**config.mk**
```make
export PLATFORM = sky130hd
export DESIGN_NAME = video_sig_gen
export DESIGN_NICKNAME = d
export VERILOG_FILES = /design/src/rtl/video_sig_gen.sv
export SDC_FILE = /design/constraint.sdc
export NUM_CORES = 1
export LEC_CHECK = 0
export BUFFER_PORTS_ARGS = -buffer_cell sky130_fd_sc_hd__buf_2
export CAP_MARGIN = 20
export CORE_UTILIZATION = 40
export DETAILED_ROUTE_END_ITERATION = 8
export GPL_TIMING_DRIVEN = 0
export SYNTH_ARGS = -nofsm -noshare
export SYNTH_HDL_FRONTEND = slang
export SYNTH_SLANG_ARGS = --single-unit
```
**constraint.sdc**
```tcl
create_clock -name clk_in -period 4.5 [get_ports clk_in]
set_clock_uncertainty 0.15 [all_clocks]
set_input_delay 0.225 -clock clk_in [delete_from_list [all_inputs] [get_ports clk_in]]
set_output_delay 0.225 -clock clk_in [all_outputs]
set_load 0.05 [all_outputs]
```
**src/rtl/video_sig_gen.sv**
```systemverilog
// Raster timing generator: horizontal/vertical counters plus sync, active-draw,
// new-frame pulse and frame counter, all registered and aligned to the same pixel.
module video_sig_gen #(
    parameter int ACTIVE_H = 1280,
    parameter int H_FP     = 110,
    parameter int H_SYNC   = 40,
    parameter int H_BP     = 220,
    parameter int ACTIVE_V = 720,
    parameter int V_FP     = 5,
    parameter int V_SYNC   = 5,
    parameter int V_BP     = 20,
    parameter int FPS      = 60,
    parameter bit SYNC_POL = 1'b1
) (
    input  logic        clk_in,
    input  logic        rst_n_in,
    input  logic        en_in,
    output logic [10:0] hcount_out,
    output logic [9:0]  vcount_out,
    output logic        hs_out,
    output logic        vs_out,
    output logic        ad_out,
    output logic        nf_out,
    output logic [5:0]  fc_out
);

    localparam int H_TOTAL = ACTIVE_H + H_FP + H_SYNC + H_BP;
    localparam int V_TOTAL = ACTIVE_V + V_FP + V_SYNC + V_BP;

    // The counters are 11/10 bits wide and the frame counter 6 bits wide.
    if (H_TOTAL > 2048 || V_TOTAL > 1024 || FPS < 1 || FPS > 64) begin : g_param_check
        $error("video_sig_gen: timing parameters exceed counter widths");
    end

    // Inclusive upper bounds keep every compare at counter width even when a
    // range ends exactly at the total.
    localparam logic [10:0] H_LAST     = 11'(H_TOTAL - 1);
    localparam logic [10:0] H_ACT_LAST = 11'(ACTIVE_H - 1);
    localparam logic [10:0] HS_FIRST   = 11'(ACTIVE_H + H_FP);
    localparam logic [10:0] HS_LAST    = 11'(ACTIVE_H + H_FP + H_SYNC - 1);
    localparam logic [10:0] H_NF       = 11'(ACTIVE_H);
    localparam logic [9:0]  V_LAST     = 10'(V_TOTAL - 1);
    localparam logic [9:0]  V_ACT_LAST = 10'(ACTIVE_V - 1);
    localparam logic [9:0]  VS_FIRST   = 10'(ACTIVE_V + V_FP);
    localparam logic [9:0]  VS_LAST    = 10'(ACTIVE_V + V_FP + V_SYNC - 1);
    localparam logic [9:0]  V_NF       = 10'(ACTIVE_V);
    localparam logic [5:0]  FC_LAST    = 6'(FPS - 1);

    logic        h_wrap;
    logic [10:0] h_next;
    logic [9:0]  v_next;
    logic        hs_next;
    logic        vs_next;
    logic        ad_next;
    logic        nf_next;
    logic [5:0]  fc_next;

    // Next raster position and the flags describing that position.
    always_comb begin
        h_wrap  = 1'b0;
        h_next  = hcount_out;
        v_next  = vcount_out;
        hs_next = ~SYNC_POL;
        vs_next = ~SYNC_POL;
        ad_next = 1'b0;
        nf_next = 1'b0;
        fc_next = fc_out;

        h_wrap = (hcount_out == H_LAST);
        if (h_wrap) begin
            h_next = 11'd0;
            if (vcount_out == V_LAST) begin
                v_next = 10'd0;
            end else begin
                v_next = vcount_out + 10'd1;
            end
        end else begin
            h_next = hcount_out + 11'd1;
        end

        if (h_next >= HS_FIRST && h_next <= HS_LAST) begin
            hs_next = SYNC_POL;
        end
        if (v_next >= VS_FIRST && v_next <= VS_LAST) begin
            vs_next = SYNC_POL;
        end
        ad_next = (h_next <= H_ACT_LAST) && (v_next <= V_ACT_LAST);
        nf_next = (h_next == H_NF) && (v_next == V_NF);

        if (nf_next) begin
            if (fc_out == FC_LAST) begin
                fc_next = 6'd0;
            end else begin
                fc_next = fc_out + 6'd1;
            end
        end
    end

    // Output registers; reset parks the raster on the last pixel of a frame so
    // the first enabled edge lands on (0,0). A stall holds everything but nf.
    always_ff @(posedge clk_in or negedge rst_n_in) begin
        if (!rst_n_in) begin
            hcount_out <= H_LAST;
            vcount_out <= V_LAST;
            hs_out     <= ~SYNC_POL;
            vs_out     <= ~SYNC_POL;
            ad_out     <= 1'b0;
            nf_out     <= 1'b0;
            fc_out     <= 6'd0;
        end else if (en_in) begin
            hcount_out <= h_next;
            vcount_out <= v_next;
            hs_out     <= hs_next;
            vs_out     <= vs_next;
            ad_out     <= ad_next;
            nf_out     <= nf_next;
            fc_out     <= fc_next;
        end else begin
            nf_out     <= 1'b0;
        end
    end

endmodule

```
### Word-level counts from Yosys, hierarchy flattened

Index checks and enable logic that the tools add are counted.

* register bits: 31
* input bits: 3
* logic and storage cells: 33

* equality and inequality tests: 5
* muxes and demuxes: 7
* reductions and logical operators: 5
* add/sub/neg operators: 3
* magnitude comparators: 6

Operator list (count)
* $eq A11 B11 Y1 const B: 2
* $le A11 B11 Y1 const B: 2
* $eq A10 B10 Y1 const B: 2
* $le A10 B10 Y1 const B: 2
* $mux W10: 2
* $add A11 B1 Y11 const B: 1
* $ge A11 B11 Y1 const B: 1
* $mux W11: 1
* $add A10 B1 Y10 const B: 1
* $ge A10 B10 Y1 const B: 1
* $add A6 B1 Y6 const B: 1
* $eq A6 B6 Y1 const B: 1
* $mux W6: 1
* $logic_and A1 B1 Y1: 4
* $mux W1: 3
* $reduce_and A2 Y1: 1

### Depth between registers and ports, before layout

Gate-level depths: netlist (run 1).

* depth in word-level cells: 6
* gate-level depth with buffers: 11
* mapped depth without buffers: 9

### Least setup slack after synthesis (run 1)

No wires, ideal clock.

* kind: register to register
* from: reg hcount_out[0]
* to: reg fc_out[1]
* stages on the path, launching flop included: 10
* path buffers: 2
* period minus slack after synthesis: 3.713 ns
* slack: 0.787 ns
* data arrival time: 3.438 ns
* data required time: 4.225 ns
* path through: dfstp_2 > ha_1 > or4b_4 > or4_4 > buf_6 > or4_4 > and3_1 > buf_6 > or3_4 > mux2_4

* cells in the longest elaborated chain, start to end: 5
* elaborated cells between the ends (all ways): 8

RTL lines
* from (decl): RTL line 18 `output logic [10:0] hcount_out,`
* from (signal assigned): RTL line 111 `hcount_out <= h_next;`
* $add A11 B1 Y11 or $eq A11 B11 Y1 (tied branches): RTL line 78, 69
* $mux W11 or $mux W10 (tied branches): RTL line 70 `if (h_wrap) begin`
* $eq A11 B11 Y1 or $eq A10 B10 Y1 (tied branches): RTL line 88 `nf_next = (h_next == H_NF) && (v_next == V_NF);`
* $logic_and A1 B1 Y1 (*): RTL line 88
* $reduce_and A2 Y1 (no line) (*)
* to (signal assigned): RTL line 117 `fc_out <= fc_next;`
* to (decl): RTL line 24 `output logic [5:0] fc_out`

Mark *: on every way between the ends. The rest lies on a longest branch, timed or not.
A chain may end at the register's enable or synchronous reset.

### Worst setup path after layout (run 1)

* from: reg hcount_out[4]
* to: reg fc_out[2]

The elaborated chain is that of the path after synthesis.

==> results.cfg, run 1 <==
[setup_path]
crit_path_cell_trace = clkbuf_1 -> nand3_1 -> or4_4 -> buf_6 -> buf_2 -> o2bb2ai_1 -> nor2_1 -> nand4_1 -> or3_1 -> mux2_4
max_stage_delay_ns = 0.56
crit_fanout = 10
critPathRequiredTime_ns = 4.52
crit_type = reg2reg
start_kind = register
crit_arrival_ns = 3.83
critPathSlowestCell = or4_4
crit_path_end_kind = register

[routing]
vias_per_cell = 5.97
drc = 0
ant_nets = 0
routed_wirelength_mm = 6.76
vias = 2539
firstDrtPassIters = 5
drt-wirelength-per-cell_um = 15.9
drt_iter0_drc = 205

[cts]
clkTransAtPathRegs_ns = 0.07
cts_tree = built
cts_made_buffers = 5
htree_levels = 2
cts_sinks = 31
cts-root-buf = clkbuf_8
insertion_delay_ns = 0.29
cts_setup_buffers = 0
clockBufferDepth = 2

[floorplanning]
die_x_um = 80.9
start_util = 0.418
rows = 28
ios = 34
die-area_um2 = 6550
core_um2 = 5960
die_h_um = 80.9

[timing]
rsz0062_at_grt = false
maxSlewViolCount = 0
setup_violations = 0
finalCritPeriodShare = 0.846
hold_viol_final = 0
final.setup.tns_ns = 0
fmax_mhz = 263
min_period_ns = 3.81
slew_headroom = 0.377
worst_pin_slew_ns = 0.927

[synth]
syn_area_um2 = 2490
synth_cell_types = 64
synth.avg_cell_area_um2 = 8.09
syn_inst = 308
synth_edf_count = 0
synth_nets = 316
ys.flop_type = dfrtp_1
ys_warn_count = 0
synth-seq-area-share = 0.318
ys_ff_latch = 31
synthArstFlopShare = 1.00

[power_and_ir_drop]
power_frac_comb = 0.433
total_power_mw = 1.01
p_clk_frac = 0.217
vdd_ir_drop_max_mv = 0.199
p_int_uw = 561
power.switching_uw = 452
powerDensity_nw_per_um2 = 356
p_sw_frac = 0.446
pwr-share-seq = 0.351
power_leakage_nw = 1.13

[placed_design]
place_hpwl_mm = 4.80
numPortBuffers = 33
finalWeightedCongestion = 0.875
dp.cells = 416

[finish]
final_net_count = 357
antenna_cells = 0
area_growth_pct = 14.1
fillCellCount = 605
fin_cells = 425
layout-drive-gt1-share = 0.200

[global_route]
grt_pass1_vias = 2185
grt-ovfl-total = 0
grt_util_all_layers = 0.221
grt_max_degree = 32
grt_pass1_wl_mm = 11.1
antenna_found_initial = 0

[worst_hold_path]
hp-class = in2reg

[run_status]
status = finished clean

[flow_run]
cap_violations = 0
critical path: cells and delay by family (launching register included):
kind	cells	cell delay, ns
buffers and inverters	3	0.69
AND/OR/NAND/NOR	5	1.84
flip-flops	1	0.53
multiplexers	1	0.31
AO/OA/AOI/OAI	1	0.18
what timing repair did:
action	CTS	global route
hold endpoints to repair	18	0
hold buffers	1	0
resized for setup	0	0
endpoints found under the setup margin	0	0
power groups by stage:
stage | registers (mW) | logic, mW | clock network [mW]
2_1_floorplan | 0.470 | 0.228 | 0
3_3_place_gp | 0.360 | 0.432 | 0
3_5_place_dp | 0.360 | 0.433 | 0
4_1_cts | 0.356 | 0.435 | 0.226
5_1_grt | 0.362 | 0.479 | 0.240
6_report | 0.355 | 0.439 | 0.220
layer usage:
layer | up-vias | track usage | wire length (µm)
met2 | 83 | 0.311 | 2900
met5 | - | 0 | 0
met3 | 9 | 0.0438 | 364
met1 | 1201 | 0.336 | 3410
li1 | 1246 | - | -
met4 | 0 | 0.0589 | 80
final timing paths:
kind / start / end / slack, ns / cells past startpoint
min reg2reg: ad_out / ad_out / 0.35 / 2
max reg2reg: hcount_out[4] / fc_out[2] / 0.69 / 10
max: hcount_out[4] / fc_out[2] / 0.69 / 10
min in group asynchronous: rst_n_in / hcount_out[3] / 0.37 / 2
max in group asynchronous: rst_n_in / fc_out[0] / 3.38 / 2
min: en_in / vs_out / 0.13 / 3
metrics by stage:
stage	instance area (µm²)	utilization	hold slack [ns]	setup WS [ns]
global route	2840	0.477	0.146	0.504
CTS	2840	0.477	0.139	0.731
finish	2840	0.477	0.134	0.692
floorplan	2490	-	-0.221	0.787
global placement	2750	0.462	0.173	0.760
detailed placement	2750	0.462	0.172	0.751
kinds of logic (layout without fill, tap and decap cells):
family / Yosys count / count (layout) / share of synthesized area
adders and majority gates: 6 / 6 / 0.0291
and+or+nand+nor: 126 / 126 / 0.274
buffers and inverters: 37 / 79 / 0.0658
AOI/OAI and AO/OA: 91 / 91 / 0.246
DFF: 31 / 31 / 0.318
xor gates and xnor gates: 10 / 10 / 0.0351
muxes: 7 / 7 / 0.0326
Yosys cell counts, types with 4 or more instances:
cell       n  area [µm²]
nand3_1   21         105
dfrtp_1   18         450
nand2_1   29         109
o21ai_0   23         115
nor3_1    11        55.1
ha_1       5        62.6
o41ai_1    5        43.8
and3_1     5        31.3
inv_1     10        37.5
o31ai_1    8        60.1
a21oi_1   15        75.1
nand4_1   11        68.8
clkbuf_1  20        75.1
a31oi_1    6        37.5
mux2i_1    4        40.0
or3_1      7        43.8
xor2_1     4        35.0
dfstp_2   13         342
xnor2_1    6        52.6
nor2_1    19        71.3
placed cells by master, fill, tap and decap left out, types with 4 or more instances in the layout:
cell	n
xor2_1	4
mux2i_1	4
nand3_1	21
dfstp_2	13
nor2_1	19
inv_1	10
and3_1	5
buf_2	34
dfrtp_1	18
o21ai_0	23
clkbuf_1	22
nand2_1	29
or3_1	7
o31ai_1	8
a21oi_1	15
nand4_1	11
nor3_1	11
clkbuf_8	5
a31oi_1	6
xnor2_1	6
o41ai_1	5
ha_1	5
cell type report:
type	instances	area, µm²	area share
Multi-Input combinational cell	240	1540	0.540
Sequential cell	31	792	0.279
Timing Repair Buffer	34	175	0.0616
Buffer	27	126	0.0445
Tap cell	75	93.8	0.0330
Clock buffer	7	76.3	0.0268
Inverter	10	37.5	0.0132
Clock inverter	1	5.00	0.00176
sequential cells by signal (all words and copies together) (netlist names):
| register | count |
|---|---|
| ad_out | 1 |
| fc_out | 6 |
| hs_out | 1 |
| vcount_out | 10 |
| nf_out | 1 |
| vs_out | 1 |
| hcount_out | 11 |
(Power assumes the default switching activity.)
==> run 2: changes to the inputs <==
==> constraint.sdc (replaced) <==
create_clock -name clk_in -period 3.3 [get_ports clk_in]
set_clock_uncertainty 0.15 [all_clocks]
set_input_delay 0.165 -clock clk_in [delete_from_list [all_inputs] [get_ports clk_in]]
set_output_delay 0.165 -clock clk_in [all_outputs]
set_load 0.05 [all_outputs]
==> run 2 against run 1 <==
The flow now finishes with violations (negative setup slack). Global-route usage is 1.3 points higher. Die area unchanged. Combinational power grew 42%. Total power rose by 41%. Clock-buffer cell count stayed put. First-iteration DRC count down 14%. Wire length rose by 7.6%. Final cell count increased by 2.8%. Clock power is 36% higher. Sequential cell count unchanged. Critical path type unchanged. Largest cell class unchanged.
==> results.cfg, run 2 (synthesis results as in run 1) <==
[cts]
cts_sinks = 31
cts_made_buffers = 5
cts_tree = built
clockBufferDepth = 2
cts-root-buf = clkbuf_8
insertion_delay_ns = 0.29
clkTransAtPathRegs_ns = 0.07
htree_levels = 2

[global_route]
antenna_found_initial = 0
grt_util_all_layers = 0.234
grt-ovfl-total = 0
grt_pass1_wl_mm = 11.9
grt_max_degree = 32
grt_pass1_vias = 2449

[routing]
drt-met1-wl_mm = 3.21
dr_wl_met2_mm = 3.67
vias_per_cell = 6.12
ant_nets = 0
highest_layer = met4
drt_iter0_drc = 176
firstDrtPassIters = 4
wl_met3_um = 300
drc = 0
vias = 2674
drt-wirelength-per-cell_um = 16.6
routed_wirelength_mm = 7.27

[finish]
top_regs = hcount_out (11), vcount_out (10), fc_out (6)
fin_cells = 437
layout-drive-gt1-share = 0.307
final_net_count = 369
largest_reg_flops = 11
antenna_cells = 0
largest-register = hcount_out
final_cell_mix = buf_2, nand2_1, o21ai_0
area_growth_pct = 25.2
final_common_cell = buf_2

[setup_path]
cp.depth = 8
crit_fanout = 8
max_stage_delay_ns = 0.55
cp-startpoint = hcount_out[0]
crit_top_cell = or4_4
crit_path_end_kind = register
worstRegToRegCells = 8
critPathRequiredTime_ns = 3.33
critPathSlowestCell = dfstp_2
path_buf_inv = 0
start_kind = register
rr_startpoint = hcount_out[0]
rr_endpoint = fc_out[1]
cp_top_family = simple AND/OR/NAND/NOR gates
crit_type = reg2reg
r2r_slack_ns = -0.12
crit_arrival_ns = 3.45
crit_path_cell_trace = ha_4 -> or4b_4 -> or4_4 -> or4_4 -> o21ai_4 -> nand2_4 -> or3_4 -> mux2_4
crit_end = fc_out[1]

[run_status]
violations = negative setup slack
status = finished, violations left

[timing]
hold_slack_ns = 0.0735
slew_headroom = 0.513
setup_violations = 2
setup_ws_ns = -0.120
worst_pin_slew_ns = 0.731
min_period_ns = 3.42
maxSlewViolCount = 0
fmax_mhz = 292
rsz0062_at_grt = true
hold_viol_final = 0
finalCritPeriodShare = 1.04

[worst_hold_path]
hp-class = in2reg

[power_and_ir_drop]
power_leakage_nw = 1.24
powerDensity_nw_per_um2 = 457
vdd_ir_drop_max_mv = 0.449

[floorplanning]
die-area_um2 = 6550
ios = 34
die_x_um = 80.9
start_util = 0.418
die_h_um = 80.9
core_um2 = 5960
rows = 28

[placed_design]
numPortBuffers = 33
finalWeightedCongestion = 0.819
place_hpwl_mm = 4.84
dp.cells = 416

[flow_run]
cap_violations = 0
[run 2: metal layers]
layer	vias up	GRT usage
met1	1320	0.299
met2	71	0.401
met5	-	0
li1	1270	-
met3	13	0.0360
met4	0	0.0714
[run 2: final cells by class]
cell class	count	area (µm²)
Fill cell	616	2840
Clock inverter	1	5.00
Multi-Input combinational cell	240	1700
Buffer	23	119
Timing Repair Buffer	50	295
Clock buffer	7	76.3
Inverter	10	37.5
Tap cell	75	93.8
Sequential cell	31	793
[run 2: worst min-delay path by stage]
| stage | from | to | cells past startpoint |
|---|---|---|---|
| 3_3_place_gp | rst_n_in | vcount_out[1] | 1 |
| 6_report | en_in | hcount_out[3] | 3 |
| 3_5_place_dp | rst_n_in | vcount_out[4] | 1 |
| 5_1_grt | en_in | hcount_out[3] | 3 |
| 4_1_cts | en_in | hcount_out[3] | 3 |
| 2_1_floorplan | rst_n_in | ad_out | 0 |
[run 2: power by group]
| group | internal (mW) | leakage, nW | total [mW] | switching [mW] |
|---|---|---|---|---|
| logic | 0.196 | 0.834 | 0.625 | 0.429 |
| registers | 0.439 | 0.368 | 0.502 | 0.0630 |
| clock network | 0.148 | 0.0422 | 0.299 | 0.151 |
| total | 0.783 | 1.24 | 1.43 | 0.643 |
[run 2: repair_timing]
item / in CTS / in global routing
buffers inserted: 9 / 8
hold buffers: 1 / 0
pin swaps: 5 / 7
endpoints found under the setup margin: 15 / 12
resized for setup: 12 / 26
hold endpoints to repair: 18 / 0
[run 2: metrics by stage]
stage               utilization  TNS (ns)  power, mW  cell area (µm²)  worst slack [ns]
finish                    0.524    -0.230       1.43             3120            -0.120
detailed placement        0.465     -2.52       1.08             2770            -0.364
global placement          0.465     -2.52       1.08             2770            -0.355
CTS                       0.499    -0.261       1.42             2970            -0.104
floorplan                     -    -0.963      0.952             2510            -0.283
global route              0.524    -0.715       1.51             3120            -0.196
[run 2: worst min-delay path, cell delays in order]
cell,delay [ns]
buf_2,0.14
nand4_1,0.11
xnor2_1,0.06
==> run 3: changes to the inputs <==
--- a/config.mk
+++ b/config.mk
@@ -10,6 +10,7 @@
 export CORE_UTILIZATION = 40
 export DETAILED_ROUTE_END_ITERATION = 8
 export GPL_TIMING_DRIVEN = 0
+export REMOVE_ABC_BUFFERS = 1
 export SYNTH_ARGS = -nofsm -noshare
 export SYNTH_HDL_FRONTEND = slang
 export SYNTH_SLANG_ARGS = --single-unit
==> run 3 against run 2 <==
The run still ends with negative setup slack left. Global-route usage is 0.84 points lower. Sequential power is 16% higher. Non-clock buffer count is 24 lower. Sequential share of layout area is 1.1 points higher. Die area stayed put. Wire length is 3.1% lower. Fmax is 1.5% lower.
==> results.cfg, run 3 (synthesis results as in run 1) <==
[floorplanning]
die_h_um = 80.9
core_um2 = 5960
die-area_um2 = 6550
die_x_um = 80.9
start_util = 0.418
rows = 28
ios = 34

[timing]
hold_viol_final = 0
maxSlewViolCount = 0
rsz0062_at_grt = true
min_period_ns = 3.47
setup_violations = 4
final.setup.tns_ns = -0.488
finalCritPeriodShare = 1.05
hold_slack_ns = 0.105
fmax_mhz = 288
setup_ws_ns = -0.174
slew_headroom = 0.520
worst_pin_slew_ns = 0.719

[placed_design]
dp.cells = 390
finalWeightedCongestion = 0.843
numPortBuffers = 33
place_ws_ns = -0.546
place_hpwl_mm = 4.60
postPlaceCellArea_um2 = 2650

[setup_path]
path_buf_inv = 0
crit_path_cell_trace = ha_4 -> or4b_4 -> or4_4 -> or4_4 -> nand3_2 -> nand4_1 -> or3_4 -> mux2_4
cp_top_family = simple AND/OR/NAND/NOR gates
rr_startpoint = hcount_out[0]
worstRegToRegCells = 8
crit_type = reg2reg
crit_arrival_ns = 3.50
r2r_slack_ns = -0.17
max_stage_delay_ns = 0.61
critPathRequiredTime_ns = 3.32
crit_path_end_kind = register
rr_endpoint = fc_out[2]
crit_top_cell = or4_4
start_kind = register
critPathSlowestCell = dfstp_2
crit_fanout = 7

[finish]
largest_reg_flops = 11
final_net_count = 345
largest-register = hcount_out
layout-drive-gt1-share = 0.290
antenna_cells = 0
postLayoutCellArea_um2 = 3000
top_regs = hcount_out (11), vcount_out (10), fc_out (6)
fin_cells = 413
final_common_cell = buf_2
final_cell_mix = buf_2, nand2_1, o21ai_0
final_util = 0.503
area_growth_pct = 20.3

[routing]
drc = 0
vias = 2553
dr_wl_met2_mm = 3.37
drt-wirelength-per-cell_um = 17.1
vias_per_cell = 6.18
routed_wirelength_mm = 7.05
wl_met3_um = 288
highest_layer = met4
drt-met1-wl_mm = 3.33
ant_nets = 0
firstDrtPassIters = 4
drt_iter0_drc = 141

[cts]
cts_made_buffers = 5
cts-root-buf = clkbuf_8
htree_levels = 2
cts_sinks = 31
cts_tree = built
clockBufferDepth = 2
insertion_delay_ns = 0.28
clkTransAtPathRegs_ns = 0.07

[global_route]
grt_pass1_vias = 2400
grt_max_degree = 32
grt_pass1_wl_mm = 11.4
grt_util_all_layers = 0.225
grt-ovfl-total = 0
antenna_found_initial = 0

[worst_hold_path]
worstHoldEndpoint = vcount_out[3]
min-delay-start = en_in
hp-class = in2reg
whs_path_depth = 3

[run_status]
status = finished, violations left
violations = negative setup slack

[power_and_ir_drop]
power_leakage_nw = 1.17
vdd_ir_drop_max_mv = 0.339
total_power_mw = 1.39
powerDensity_nw_per_um2 = 463

[flow_run]
cap_violations = 0
## run 3: changes by cell type in the layout (fill, tap and decap cells not counted), moves of 2 or more
cell and change:
buf_4 -5, buf_1 -2, nor3_2 -2, nor3_1 +2, clkbuf_1 -13, clkbuf_2 -5, buf_6 +2
## run 3: layer usage
| metal | track usage | vias up |
|---|---|---|
| li1 | - | 1226 |
| met1 | 0.300 | 1241 |
| met2 | 0.376 | 81 |
| met3 | 0.0360 | 5 |
| met4 | 0.0607 | 0 |
| met5 | 0 | - |
## run 3: cell type report
class | instances | area, µm²
flip-flops and latches | 31 | 795
multi-input cells | 240 | 1690
clock buffers | 7 | 76.3
repair buffers | 49 | 303
clock inverters | 1 | 5.00
inverters | 10 | 37.5
well taps | 75 | 93.8
fillers | 594 | 2960
## run 3: worst reg2reg max path, cell delays in order (launching register included)
cell and delay (ns):
dfstp_2 0.61, ha_4 0.15, or4b_4 0.45, or4_4 0.51, or4_4 0.52, nand3_2 0.10
nand4_1 0.18, or3_4 0.40, mux2_4 0.30
## run 3: power by group
part	switching, mW	internal [mW]	total (mW)
Sequential	0.145	0.439	0.584
Clock	0.149	0.148	0.297
Combinational	0.330	0.177	0.507
## run 3: what timing repair did
item | 4_1_cts | 5_1_grt
hold buffers | 1 | 0
hold endpoints to repair | 18 | 0
setup endpoints to repair | 10 | 9
resized for setup | 18 | 14
buffers inserted | 14 | 0
pin swaps | 6 | 7
## run 3: worst max path at each step
stage,start,end,depth (start not counted)
6_report,hcount_out[0],fc_out[2],8
5_1_grt,hcount_out[0],fc_out[0],8
4_1_cts,hcount_out[0],fc_out[2],8
3_5_place_dp,hcount_out[0],fc_out[2],8
3_3_place_gp,hcount_out[0],fc_out[1],8
2_1_floorplan,hcount_out[0],fc_out[1],8
